$ cat config.mk
export PLATFORM = sky130hd
export DESIGN_NAME = mod_n_counter
export DESIGN_NICKNAME = d
export VERILOG_FILES = /design/src/rtl/mod_counter_pkg.sv /design/src/rtl/mod_n_counter_count_register.sv /design/src/rtl/mod_n_counter.sv
export SDC_FILE = /design/constraint.sdc
export NUM_CORES = 1
export LEC_CHECK = 0
export ABC_AREA = 0
export CAP_MARGIN = 20
export CELL_PAD_IN_SITES_DETAIL_PLACEMENT = 1
export CELL_PAD_IN_SITES_GLOBAL_PLACEMENT = 1
export CORE_AREA = 3 3 40 42
export CTS_BUF_LIST = sky130_fd_sc_hd__clkbuf_8
export DETAILED_ROUTE_END_ITERATION = 10
export DIE_AREA = 0 0 43 45
export PLACE_DENSITY_LB_ADDON = 0.1
export SYNTH_ARGS = -nofsm -noshare
export SYNTH_HDL_FRONTEND = slang
export SYNTH_SLANG_ARGS = --single-unit
$ cat constraint.sdc
create_clock -name clock -period 1.3 [get_ports clock]
set_clock_uncertainty 0.1 [all_clocks]
set_input_delay 0.26 -clock clock [delete_from_list [all_inputs] [get_ports clock]]
set_output_delay 0.26 -clock clock [all_outputs]
set_load 0.01 [all_outputs]
$ cat src/rtl/mod_counter_pkg.sv
// Shared constants and helpers for the modulo-N counter family.
package mod_counter_pkg;

  localparam logic DIR_UP   = 1'b1;
  localparam logic DIR_DOWN = 1'b0;

  function automatic int unsigned cnt_width(input int unsigned modulus);
    if (modulus > 32'd2) begin
      return $clog2(modulus);
    end else begin
      return 32'd1;
    end
  endfunction

  // Out-of-range load values clamp to the terminal count.
  function automatic logic [31:0] sat_to_mod(input logic [31:0] value,
                                             input logic [31:0] modulus);
    if (value < modulus) begin
      return value;
    end else begin
      return modulus - 32'd1;
    end
  endfunction

endpackage

$ cat src/rtl/mod_n_counter_count_register.sv
// WIDTH-bit state register with enable and asynchronous active-high clear.
module count_register #(
  parameter int WIDTH = 3
) (
  input  logic             clock,
  input  logic             reset,
  input  logic             en_i,
  input  logic [WIDTH-1:0] d_i,
  output logic [WIDTH-1:0] q_o
);

  logic [WIDTH-1:0] count_q;

  always_ff @(posedge clock or posedge reset) begin
    if (reset) begin
      count_q <= {WIDTH{1'b0}};
    end else if (en_i) begin
      count_q <= d_i;
    end
  end

  assign q_o = count_q;

endmodule

$ cat src/rtl/mod_n_counter.sv
// Up/down modulo-N counter with cascade carry and optional parallel load.
// Parallel load is built only when MOD_N_COUNTER_LOAD_EN is defined.
module mod_n_counter
  import mod_counter_pkg::*;
#(
  parameter int MODULUS = 5,
  parameter int WIDTH   = cnt_width(MODULUS)
) (
  input  logic             clock,
  input  logic             reset,
  input  logic             enable,
  input  logic             up_down,
  input  logic             load,
  input  logic [WIDTH-1:0] load_value,
  output logic [WIDTH-1:0] out,
  output logic             at_max,
  output logic             at_zero,
  output logic             carry_out
);

  localparam logic [WIDTH-1:0] MAX_VAL = WIDTH'(MODULUS - 1);
  localparam logic [WIDTH-1:0] ONE     = WIDTH'(1);

  logic [WIDTH-1:0] count_d;
  logic             count_en_s;
  logic             terminal_s;
  logic [WIDTH-1:0] step_d;

  assign at_max     = (out == MAX_VAL);
  assign at_zero    = (out == {WIDTH{1'b0}});
  assign terminal_s = (up_down == DIR_UP) ? at_max : at_zero;

  // Wrap by explicit compare so a power-of-two modulus behaves like any other.
  always_comb begin
    step_d = out;
    if (up_down == DIR_UP) begin
      step_d = at_max ? {WIDTH{1'b0}} : (out + ONE);
    end else begin
      step_d = at_zero ? MAX_VAL : (out - ONE);
    end
  end

`ifdef MOD_N_COUNTER_LOAD_EN
  logic [WIDTH-1:0] load_sat_s;

  assign load_sat_s = WIDTH'(sat_to_mod(32'(load_value), 32'(MODULUS)));
  assign carry_out  = enable && !load && terminal_s;

  // Next-state select: load over count over hold.
  always_comb begin
    count_d    = out;
    count_en_s = 1'b0;
    if (load) begin
      count_d    = load_sat_s;
      count_en_s = 1'b1;
    end else if (enable) begin
      count_d    = step_d;
      count_en_s = 1'b1;
    end else begin
      count_d    = out;
      count_en_s = 1'b0;
    end
  end
`else
  logic load_unused_s;

  assign load_unused_s = ^{load, load_value};
  assign carry_out     = enable && terminal_s;

  // Next-state select: count over hold.
  always_comb begin
    count_d    = out;
    count_en_s = 1'b0;
    if (enable) begin
      count_d    = step_d;
      count_en_s = 1'b1;
    end else begin
      count_d    = out;
      count_en_s = 1'b0;
    end
  end
`endif

  count_register #(
    .WIDTH(WIDTH)
  ) u_count_register (
    .clock (clock),
    .reset (reset),
    .en_i  (count_en_s),
    .d_i   (count_d),
    .q_o   (out)
  );

endmodule

==> results of run 1 <==
-- layout make-up --
type	instances	area share, %
repair buffers	20	31.0
well taps	15	3.47
multi-input cells	19	39.8
flip-flops and latches	3	13.9
clock inverters	1	0.694
inverters	5	3.47
clock buffers	3	7.64
-- synth_stat cells --
| cell | count |
|---|---|
| o21ai_0 | 2 |
| and3_2 | 1 |
| o21ai_2 | 1 |
| nor2b_1 | 1 |
| a21oi_1 | 1 |
| nor3_1 | 1 |
| mux2i_1 | 1 |
| inv_1 | 5 |
| dfrtp_1 | 3 |
| and2b_2 | 1 |
| nand4b_1 | 1 |
| ha_1 | 3 |
| o31a_1 | 1 |
| xnor2_1 | 1 |
| a211o_1 | 1 |
| and2_2 | 1 |
| o22ai_1 | 2 |
-- worst paths after layout --
check                                                     from                                  end  slack (ns)  depth (start not counted)
setup / recovery           u_count_register.q_o[2]$_DFFE_PP0P_                            carry_out       -0.19                          3
hold / removal                                           reset  u_count_register.q_o[2]$_DFFE_PP0P_        0.13                          2
setup reg to reg           u_count_register.q_o[1]$_DFFE_PP0P_  u_count_register.q_o[2]$_DFFE_PP0P_       -0.09                          6
hold reg to reg            u_count_register.q_o[0]$_DFFE_PP0P_  u_count_register.q_o[0]$_DFFE_PP0P_        0.59                          3
max in group asynchronous                                reset  u_count_register.q_o[1]$_DFFE_PP0P_        0.84                          2
min in group clock                                     up_down  u_count_register.q_o[2]$_DFFE_PP0P_        0.49                          3
-- per-stage QoR --
step	area (um^2)	setup slack [ns]
floorplan	267	-0.0222
global placement	450	-0.678
detailed placement	450	-0.695
CTS	526	-0.172
global route	541	-0.220
finish	541	-0.187
-- worst register-to-register path, cell delays in order (launching register included) --
cell and delay [ns]:
dfrtp_1 0.35, inv_2 0.06, ha_4 0.17, buf_4 0.14, o31a_1 0.27, o21ai_1 0.11, a21oi_1 0.06
-- metal layers --
metal / track usage (%) / up-vias / part of all wire (%)
met5: 0 / - / 0
met4: 7.23 / 0 / 0
met3: 2.79 / 0 / 4.5
met2: 18.6 / 7 / 55
met1: 11.4 / 136 / 40
li1: - / 142 / -
-- power breakdown --
part / total, W / internal (W) / switching, W
clock: 0.000260 / 0.000201 / 0.0000588
sequential: 0.000182 / 0.000140 / 0.0000416
combinational: 0.000918 / 0.000522 / 0.000395
total: 0.00136 / 0.000863 / 0.000496
-- logic make-up after synthesis --
family / synth area share (%)
adder cells (fa/ha/maj): 15.2
AND/OR/NAND/NOR: 17.7
flip-flops: 30.3
buffers and inverters: 7.58
XOR/XNOR: 3.54
multiplexers: 4.04
AO/OA/AOI/OAI: 21.7
-- timing repair --
action / in CTS / in global routing
hold buffers: 0 / 0
setup endpoints to repair: 8 / 7
pin swaps: 6 / 4
buffers inserted: 2 / 2
gates resized for setup: 32 / 5
==> results.cfg, run 1 <==
[die]
core_mm2 = 0.00128
core.rowCount = 13
ios = 14
die_h_um = 45
die_x_um = 43
start_util_pct = 19.3
die_area_mm2 = 0.00194

[global_routing]
grt_usage_pct = 10.7
grt_overflow = 0
grt_pass1_vias = 342
grt_max_degree = 8
antenna_found_initial = 0
grt_pass1_wl_um = 1500

[power_and_ir_drop]
p_per_area_mw_per_mm2 = 2510
total_power_w = 0.00136
leakage_nw = 0.256
ir_worst_vdd_uv = 1040

[route]
wl_per_cell_um = 12.4
vias = 285
postRouteAntennaNets = 0
dr.pass1.iters = 1
via_per_inst = 4.32
drt_iter0_drc = 0
wirelength_um = 816
drc = 0

[sta]
fmaxAchievable_ghz = 0.672
maxSlewHeadroom_pct = 85.3
fin_crit_sh_pct = 114
rsz0062_at_grt = yes
setup_viol = 5
worst_pin_slew_ns = 0.221
drv_slew = 0
final-hold-violation-count = 0
final.setup.tns_ns = -0.565
fin_ws_ns = -0.187
min_period_ns = 1.49
whs_ns = 0.133

[logic_synthesis]
yosysUniqueCellTypes = 17
yosys_warnings = 0
synth_top_area_share_pct = 30.3
synthTopCellsByArea = dfrtp_1 30%, ha_1 15%, inv_1 7.6%
syn_inst = 27
seq_area_frac_synth_pct = 30.3
syn_nets = 38
syn_avg_cell_area_um2 = 9.18
ys_ff_latch = 3
yosysTopAreaCell = dfrtp_1
syn_area_um2 = 248

[setup_path]
cp_num_buf_inv = 1
worstSetupStartpointType = flop
slowest_stage = dfrtp_1
path_class = flop to primary output
end_kind = primary output
crit_required_ns = 0.94
crit_family = flip-flops
crit_chain = xnor2_2, and3_4, buf_6
critPathMaxFanout = 2
cp_data_arrival_time_ns = 1.13
critPathMaxStageDelay_ns = 0.41

[placement]
gp_congestion = 0.775
dp.cells = 61
dp_hpwl_um = 628
port_buffers = 9

[clock_network]
cts.reportedPaths.clkPinSlew_ns = 0.03
cts.htree.levels = 1
clkLatencyLatePin_ns = 0.21
cts_buffers = 3
ctsLongestPathBuffers = 2
clock-sinks = 3
ctsRootBufferMaster = clkbuf_8
cts_tree = built

[run]
cap_violations = 0

[final_layout]
fin_nets = 63
largest_reg_flops = 3
mostFrequentLayoutCell = buf_4
multi_input_area_um2 = 215
fillers = 148
final_cell_mix = 9 x buf_4, 5 x buf_6, 4 x inv_1
final_cells = 66
area_growth_pct = 118
diodes = 0
register_area_um2 = 75.1
layout-drive-gt1-share_pct = 60.8
fin_util_pct = 42.1

[run_status]
outcome = complete, but fails checks
violations = setup timing

[min_path]
min_path_type = input port to async pin
Power figures use the tool's default switching activity.
==> run 2, diff against run 1 <==
--- a/config.mk
+++ b/config.mk
@@ -10,7 +10,6 @@
 export CELL_PAD_IN_SITES_DETAIL_PLACEMENT = 1
 export CELL_PAD_IN_SITES_GLOBAL_PLACEMENT = 1
 export CORE_AREA = 3 3 40 42
-export CTS_BUF_LIST = sky130_fd_sc_hd__clkbuf_8
 export DETAILED_ROUTE_END_ITERATION = 10
 export DIE_AREA = 0 0 43 45
 export PLACE_DENSITY_LB_ADDON = 0.1
==> results.cfg, run 2 (synthesized netlist as in run 1, its figures left out) <==
[run_status]
violations = setup timing
outcome = complete, but fails checks

[power_and_ir_drop]
swShare_pct = 37.6
ir_worst_vdd_uv = 927
total_power_w = 0.00132
netSwitchingPower_w = 0.000498
p_clk_share_pct = 12.5
leakage_nw = 0.253
intPower_w = 0.000826
pwr-share-seq_pct = 13.6
p_per_area_mw_per_mm2 = 2450
combPwrFrac_pct = 73.9

[setup_path]
end_kind = primary output
cp_data_arrival_time_ns = 1.13
worstSetupStartpointType = flop
crit_required_ns = 0.94
path_class = flop to primary output
critPathMaxFanout = 4

[final_layout]
fillers = 149
area_growth_pct = 118
multi_input_area_um2 = 215
register_area_um2 = 75.1
fin_nets = 64
final_cell_mix = 9 x buf_4, 7 x buf_6
mostFrequentLayoutCell = buf_4
fin_util_pct = 42.0
largest_reg_flops = 3
layout-drive-gt1-share_pct = 61.5
diodes = 0

[global_routing]
grt_pass1_vias = 343
grt_max_degree = 8
antenna_found_initial = 0
grt_overflow = 0
grt_pass1_wl_um = 1500
grt_usage_pct = 10.9

[die]
die_area_mm2 = 0.00194
start_util_pct = 19.3
die_h_um = 45
core.rowCount = 13
core_mm2 = 0.00128
ios = 14
die_x_um = 43

[route]
wl_per_cell_um = 12.0
vias = 289
drt_iter0_drc = 0
wirelength_um = 807
dr.pass1.iters = 1
via_per_inst = 4.31
drc = 0
postRouteAntennaNets = 0

[clock_network]
ctsHoldBuffers = 0
cts.htree.levels = 1
clock-sinks = 3
cts_buffers = 3
ctsLongestPathBuffers = 2
ctsRootBufferMaster = clkbuf_4
clkLatencyLatePin_ns = 0.24
cts_tree = built
cts.reportedPaths.clkPinSlew_ns = 0.04

[run]
cap_violations = 0

[placement]
port_buffers = 9
dp_hpwl_um = 628
gp_congestion = 0.775

[sta]
final.setup.tns_ns = -0.656
final-hold-violation-count = 0
min_period_ns = 1.49
setup_viol = 6
maxSlewHeadroom_pct = 84.3
fin_ws_ns = -0.186
rsz0062_at_grt = yes
fin_crit_sh_pct = 114
whs_ns = 0.0948
worst_pin_slew_ns = 0.235
fmaxAchievable_ghz = 0.673
drv_slew = 0

[min_path]
min_path_type = input port to async pin
run 2: cell count changes in the layout (fill, tap and decap cells not counted):
cell,change
inv_1,-1
clkbuf_8,-3
buf_2,-1
clkbuf_1,+1
buf_6,+2
clkbuf_4,+3
run 2: cell type report:
class                      instances  area share, %
sequential                         3           13.9
clock buffer                       4           4.87
multi-input combinational         19           39.9
tap                               15           3.48
inverter                           5           3.48
timing repair buffer              21           34.3
run 2: routing by layer:
layer	global-route usage, %	up-vias	share of wire [%]
li1	-	144	-
met1	11.4	132	41
met2	18.6	10	51
met3	2.79	3	4.8
met4	9.04	0	3.5
met5	0	-	0
run 2: path summary, 6_finish.rpt:
| check | from | end | slack (ns) | cells after the start |
|---|---|---|---|---|
| worst max-delay path | u_count_register.q_o[1]$_DFFE_PP0P_ | carry_out | -0.19 | 4 |
| worst max register to register | u_count_register.q_o[1]$_DFFE_PP0P_ | u_count_register.q_o[2]$_DFFE_PP0P_ | -0.10 | 6 |
| worst min register to register | u_count_register.q_o[0]$_DFFE_PP0P_ | u_count_register.q_o[0]$_DFFE_PP0P_ | 0.59 | 3 |
| max in group asynchronous | reset | u_count_register.q_o[1]$_DFFE_PP0P_ | 0.88 | 2 |
| min in group clock | up_down | u_count_register.q_o[2]$_DFFE_PP0P_ | 0.47 | 3 |
| worst min-delay path | reset | u_count_register.q_o[2]$_DFFE_PP0P_ | 0.09 | 2 |
run 2: power groups by stage:
stage	Combinational (W)	Clock (W)	Sequential, W
2_1_floorplan	0.000337	0	0.000220
3_3_place_gp	0.000810	0	0.000177
3_5_place_dp	0.000835	0	0.000176
4_1_cts	0.000893	0.000177	0.000175
5_1_grt	0.00107	0.000193	0.000189
6_report	0.000978	0.000165	0.000181
run 2: per-stage QoR:
stage | cells | setup slack (ns) | cell area (um^2)
floorplan | 27 | -0.0222 | 267
global placement | 61 | -0.678 | 450
detailed placement | 61 | -0.695 | 450
CTS | 66 | -0.199 | 507
global route | 67 | -0.247 | 539
finish | 67 | -0.186 | 539
run 2: worst max-delay path: stages (launching register included):
cell and delay [ns]:
dfrtp_1 0.38, inv_2 0.09, ha_4 0.15, and3_4 0.18
buf_6 0.09
run 2: timing repair:
| item | in CTS | in global routing |
|---|---|---|
| setup endpoints to repair | 8 | 9 |
| cloned | 0 | 0 |
| setup buffers | 2 | 3 |
| gates resized for setup | 32 | 7 |
| pin swaps | 6 | 3 |
==> run 3, diff against run 2 <==
==> constraint.sdc (replaced) <==
create_clock -name clock -period 1.32 [get_ports clock]
set_clock_uncertainty 0.1 [all_clocks]
set_input_delay 0.264 -clock clock [delete_from_list [all_inputs] [get_ports clock]]
set_output_delay 0.264 -clock clock [all_outputs]
set_load 0.01 [all_outputs]
==> results of run 3 <==
Same layout as run 2 (identical final DEF). Status: complete, but fails checks: setup timing.
Among the figures that moved: setup slack after placement -0.695 ns -> -0.683 ns; setup slack after layout -0.186 ns -> -0.170 ns; setup TNS -0.656 ns -> -0.555 ns; hold slack 0.0948 ns -> 0.0988 ns; number of setup violations in the final report 6 -> 5; register-to-register setup slack -0.10 ns -> -0.08 ns; total power 0.00132 W -> 0.00130 W; worst IR drop on VDD 927 uV -> 913 uV
